[config.mk]
export PLATFORM = sky130hd
export DESIGN_NAME = back_propagation_sequencer
export DESIGN_NICKNAME = d
export VERILOG_FILES = /design/src/rtl/back_propagation_sequencer_pkg.sv /design/src/rtl/back_propagation_sequencer_watchdog.sv /design/src/rtl/back_propagation_sequencer.sv
export SDC_FILE = /design/constraint.sdc
export NUM_CORES = 1
export LEC_CHECK = 0
export ABC_AREA = 1
export BUFFER_PORTS_ARGS = -buffer_cell sky130_fd_sc_hd__clkbuf_2
export CELL_PAD_IN_SITES_DETAIL_PLACEMENT = 0
export CELL_PAD_IN_SITES_GLOBAL_PLACEMENT = 2
export CORE_MARGIN = 4
export CORE_UTILIZATION = 31
export DETAILED_ROUTE_END_ITERATION = 7
export GPL_TIMING_DRIVEN = 0
export PLACE_DENSITY_LB_ADDON = 0.05
export SETUP_SLACK_MARGIN = 0.2
export SYNTH_ARGS = -nofsm -noshare
export SYNTH_HDL_FRONTEND = slang
export SYNTH_HIERARCHICAL = 1
export SYNTH_SLANG_ARGS = --single-unit
[constraint.sdc]
create_clock -name clk -period 1.8 [get_ports clk]
set_clock_uncertainty 0.15 [all_clocks]
set_input_delay 0.36 -clock clk [delete_from_list [all_inputs] [get_ports clk]]
set_output_delay 0.36 -clock clk [all_outputs]
set_load 0.01 [all_outputs]
[src/rtl/back_propagation_sequencer_pkg.sv]
// Shared types for the back-propagation stage sequencer: FSM state encoding
// and the index-width helper used for stage index ports.
package back_propagation_sequencer_pkg;

   typedef enum logic [2:0] {
      ST_IDLE,
      ST_LAUNCH,
      ST_WAIT,
      ST_GAP,
      ST_FINISH,
      ST_ERROR
   } state_t;

   // A single-stage chain still needs a 1-bit index port.
   function automatic int idx_width(input int n);
      return (n > 1) ? $clog2(n) : 1;
   endfunction

endpackage

[src/rtl/back_propagation_sequencer_watchdog.sv]
// Clear/enable cycle counter with an expired flag; serves as both the per-stage
// timeout and the inter-stage settle-gap counter.
module bp_seq_watchdog #(
   parameter int LIMIT = 16,
   parameter int WIDTH = 16
) (
   input  logic clk,
   input  logic rst,
   input  logic clear,
   input  logic enable,
   output logic expired
);

   localparam logic [WIDTH-1:0] LAST = (LIMIT > 0) ? WIDTH'(LIMIT - 1) : '0;

   logic [WIDTH-1:0] count;

   // Expired marks the LIMIT-th enabled cycle; the count parks there until cleared.
   always_ff @(posedge clk or posedge rst) begin
      if (rst)
         count <= '0;
      else if (clear)
         count <= '0;
      else if (enable && !expired)
         count <= count + WIDTH'(1);
   end

   assign expired = (LIMIT > 0) && (count == LAST);

endmodule

[src/rtl/back_propagation_sequencer.sv]
// Sequences one back-propagation pass: output-layer delta, hidden layers, then
// weight update, with a settle gap between stages, per-stage watchdog and abort.
module back_propagation_sequencer
   import back_propagation_sequencer_pkg::*;
#(
   parameter int NUM_STAGES     = 4,
   parameter int GAP_CYCLES     = 2,
   parameter int TIMEOUT_CYCLES = 4096,
   parameter int CNT_WIDTH      = 16
) (
   input  logic                                 clk,
   input  logic                                 rst,
   input  logic                                 i_start,
   input  logic                                 i_abort,
   input  logic [NUM_STAGES-1:0]                i_stage_done,
   output logic [NUM_STAGES-1:0]                o_stage_start,
   output logic [idx_width(NUM_STAGES)-1:0]     o_stage_idx,
   output logic                                 o_busy,
   output logic                                 o_done,
   output logic                                 o_error,
   output logic [idx_width(NUM_STAGES)-1:0]     o_err_stage,
   output logic [CNT_WIDTH-1:0]                 o_pass_count
);

   localparam int IDX_W = idx_width(NUM_STAGES);
   localparam logic [IDX_W-1:0] LAST_IDX = IDX_W'(NUM_STAGES - 1);

   state_t           state;
   logic             wd_expired;
   logic             gap_expired;
   logic             stage_done;
   logic             last_stage;
   logic [IDX_W-1:0] next_idx;

   function automatic logic [NUM_STAGES-1:0] onehot(input logic [IDX_W-1:0] i);
      logic [NUM_STAGES-1:0] v;
      v    = '0;
      v[i] = 1'b1;
      return v;
   endfunction

   // Only the active stage's done bit is honoured; other layers' pulses are ignored.
   assign stage_done = i_stage_done[o_stage_idx];
   assign last_stage = (o_stage_idx == LAST_IDX);
   assign next_idx   = o_stage_idx + IDX_W'(1);

   bp_seq_watchdog #(.LIMIT(TIMEOUT_CYCLES), .WIDTH(CNT_WIDTH)) u_timeout (
      .clk     (clk),
      .rst     (rst),
      .clear   (state == ST_LAUNCH),
      .enable  (state == ST_WAIT),
      .expired (wd_expired)
   );

   bp_seq_watchdog #(.LIMIT(GAP_CYCLES), .WIDTH(CNT_WIDTH)) u_gap (
      .clk     (clk),
      .rst     (rst),
      .clear   (state == ST_WAIT),
      .enable  (state == ST_GAP),
      .expired (gap_expired)
   );

   always_ff @(posedge clk or posedge rst) begin
      if (rst) begin
         state         <= ST_IDLE;
         o_stage_start <= '0;
         o_stage_idx   <= '0;
         o_busy        <= 1'b0;
         o_done        <= 1'b0;
         o_error       <= 1'b0;
         o_err_stage   <= '0;
         o_pass_count  <= '0;
      end else begin
         o_stage_start <= '0;
         o_done        <= 1'b0;
         o_error       <= 1'b0;
         // Abort outranks start, done and timeout; in IDLE it just blocks a start.
         if (i_abort) begin
            state  <= ST_IDLE;
            o_busy <= 1'b0;
         end else begin
            case (state)
               ST_IDLE: begin
                  if (i_start) begin
                     state         <= ST_LAUNCH;
                     o_busy        <= 1'b1;
                     o_stage_idx   <= '0;
                     o_stage_start <= onehot('0);
                  end
               end
               ST_LAUNCH: state <= ST_WAIT;
               ST_WAIT: begin
                  // A done in the expiry cycle still wins over the watchdog.
                  if (stage_done) begin
                     if (last_stage) begin
                        state        <= ST_FINISH;
                        o_done       <= 1'b1;
                        o_pass_count <= o_pass_count + CNT_WIDTH'(1);
                     end else if (GAP_CYCLES == 0) begin
                        state         <= ST_LAUNCH;
                        o_stage_idx   <= next_idx;
                        o_stage_start <= onehot(next_idx);
                     end else begin
                        state <= ST_GAP;
                     end
                  end else if (wd_expired) begin
                     state       <= ST_ERROR;
                     o_error     <= 1'b1;
                     o_err_stage <= o_stage_idx;
                  end
               end
               ST_GAP: begin
                  if (gap_expired) begin
                     state         <= ST_LAUNCH;
                     o_stage_idx   <= next_idx;
                     o_stage_start <= onehot(next_idx);
                  end
               end
               ST_FINISH, ST_ERROR: begin
                  state  <= ST_IDLE;
                  o_busy <= 1'b0;
               end
               default: begin
                  state  <= ST_IDLE;
                  o_busy <= 1'b0;
               end
            endcase
         end
      end
   end

endmodule

==> run_results.csv <==
group,metric,value,unit
routing,detail-route-antenna-nets,0,
floorplan,coreArea,0.0121,mm²
synth,postSynthAreaPerCell,7.29,µm²
setup_path,cp_max_fo,5,
timing,max_freq,543,MHz
global_route,grt_overflow,0,
synth,syn_area,0.00382,mm²
finish,layout_commonest_cell,"nand2_1",
pwr,power-per-cell-area,972,mW/mm²
setup_path,worstSetupEndpointType,"flip-flop",
cts,clockBufferDepth,2,
timing,rsz0062_at_grt,"true",
cts,cts_tree,"done",
timing,setup_tns,-0.212,ns
floorplan,num_io_pins,35,
global_route,grt_start_max_net_pins,31,
floorplan,die-area,0.0142,mm²
setup_path,critPathKind,"flip-flop to flip-flop",
setup_path,slowest_delay,0.38,ns
routing,first_iter_violations,168,
global_route,top_usage_layer,"met2",
floorplan,die_y,119,µm
global_route,grt_use_met3,2.71,%
timing,finalCritPeriodShare,102,%
floorplan,start_util,31.7,%
finish,register_area,0.00157,mm²
setup_path,arrival,1.96,ns
global_route,grt_use_met1,21.4,%
place,place_inst,726,
synth,syn_nets,540,
run_status,status,"finished, violations left",
place,place.gp.congestion,0.776,
pwr,p_leak,0.00251,µW
routing,vias_per_cell,4.60,
flow_run,max_cap_viol_count,0,
global_route,grt_pass1_wl,18600,µm
run_status,violations,"setup timing",
finish,n_fill_cell,1214,
floorplan,die_width,119,µm
global_route,grt_pass1_vias,3668,
place,place.port_buffers,34,
place,dp.final_hpwl,7270,µm
setup_path,critPathMostFrequentCell,"nand2_2",
finish,layout_common_cells,"nand2_1, dfrtp_1, nor2_1",
finish,final_nets,633,
finish,area_growth,39.7,%
floorplan,num_rows,40,
cts,cts_buffers,9,
synth,synth_cell_types,32,
cts,htreeDepth,3,
timing,setup_violations,9,
timing,setup_ws,-0.0429,ns
setup_path,cp_data_required_time,1.92,ns
setup_path,cp_slowest_cell,"dfrtp_1",
routing,num_vias,3637,
timing,final.min_clock_period,1.84,ns
finish,multi_input_area,0.00234,mm²
cts,clock-sinks,62,
synth,synthCells,524,
global_route,grt_usage,16.4,%
finish,drive_above_1_share,35.9,%
finish,final_area,0.00534,mm²
timing,slew-limit-headroom,53.2,%
timing,drv_slew,0,
setup_path,crit_chain,"inv_2 > ha_4 > buf_4 > inv_2 > nor2_1 > nand2_1 > nor2_4 > nand2_2 > nand2_2 > nand2_4 > clkinv_4 > clkbuf_16 > nand2_2 > nand2_1",
timing,worst_slew_pin_slew,0.701,ns
setup_path,start_kind,"flip-flop",
finish,final_cell_count_no_fill,790,
global_route,gr-usage-met2,26.6,%
place,placed_area,0.00424,mm²
cts,clock_latency,0.33,ns
worst_hold_path,hp-class,"input pin to flip-flop",
cts,cts_root_buffer,"clkbuf_16",
pwr,ir_worst_vdd,0.000373,V
routing,wirelength,11000,µm
routing,drc,0,
routing,dr.pass1.iters,4,
synth,synth-seq-cells,62,
timing,hold_viol_final,0,
synth,synth_seq_area_share,40.6,%
finish,num_antenna_cells,0,
pwr,total_power,5180,µW
global_route,antenna_found_initial,0,
routing,wire_per_inst,14.0,µm
synth,yosysWarnings,6,
cts,path_clk_slew,0.05,ns
==> stage by stage <==
stage | util [%] | hold WS, ns | setup WS, ns
global placement | 35.1 | 0.317 | -0.373
detailed placement | 35.1 | 0.320 | -0.391
CTS | 40.9 | 0.0439 | 0.0666
finish | 44.2 | 0.175 | -0.0429
floorplan | - | 0.124 | 0.176
global route | 44.2 | 0.184 | -0.144
==> flip-flops by register name, indices dropped and copies added, names as in the netlist <==
register,flops
o_busy,1
o_done,1
o_err_stage,2
o_error,1
o_pass_count,16
o_stage_idx,2
o_stage_start,4
state,3
u_gap/count,16
u_timeout/count,16
==> critical path, delay by kind of cell, from the launching register on <==
family,cells,cell delay [ns]
adders and majority gates,1,0.15
buffers and inverters,5,0.45
DFF,1,0.38
and+or+nand+nor,8,0.64
==> worst paths after layout <==
path,slack [ns],end,cells past startpoint,startpoint
worst max-delay path,-0.04,u_gap/count[10],14,u_gap/count[1]
worst min-delay path,0.17,o_busy,3,i_start
worst max register to register,-0.04,u_gap/count[10],14,u_gap/count[1]
worst min register to register,0.33,o_err_stage[1],2,o_err_stage[1]
max in group asynchronous,0.43,u_timeout/count[3],3,rst
min in group asynchronous,0.44,state[1],3,rst
==> cells in the mapped netlist (all sizes together) <==
master  number  area [µm²]
xor2        15         131
xnor2        3        26.3
nor2        71         309
nand4       26         163
o21ai       25         129
a21o         1        7.51
nand2      184         738
a21oi        5        25.0
a21boi       1        11.3
nor4         1        6.26
clkbuf       2        7.51
o31ai        1        7.51
dfrtp       62        1550
inv         53         199
o21bai       5        37.5
nand3       40         205
ha           8         100
buf          6        72.6
nand3b       3        22.5
nor3        10        61.3
clkinv       2        10.0
==> power breakdown <==
group / internal [µW] / leakage, µW / switching, µW
Combinational: 831 / 0.00155 / 1110
Clock: 1050 / 0.000137 / 618
Sequential: 1480 / 0.000827 / 98.2
Total: 3360 / 0.00251 / 1820
==> layer usage <==
metal / share of wire [%] / wire length, µm
met5: 0 / 0
met4: 2.2 / 245
met3: 2.5 / 276
met2: 48 / 5330
met1: 47 / 5200
==> kinds of logic (layout without fill, tap and decap cells) <==
logic type / Yosys count / in the layout / synth area share [%]
compound gates: 38 / 38 / 5.70
xor+xnor: 18 / 18 / 4.13
buf+inv: 63 / 161 / 7.56
flops: 62 / 62 / 40.6
simple gates: 335 / 335 / 39.4
fa+ha+maj: 8 / 8 / 2.62
==> layout make-up <==
class,instances,share of cell area [%]
buffer,8,1.66
clock buffer,16,5.28
inverter,55,4.20
multi-input combinational,399,43.8
sequential,62,29.3
tap,168,3.94
timing repair buffer,82,11.8
==> timing repair <==
action / CTS / global route
pin swaps: 17 / 36
hold endpoints to repair: 0 / 11
gates cloned: 1 / 2
hold buffers: 0 / 1
gates resized for setup: 53 / 82
buffers inserted: 30 / 13
setup endpoints to repair: 60 / 58
Note: power is estimated with default switching activity, not from simulation.
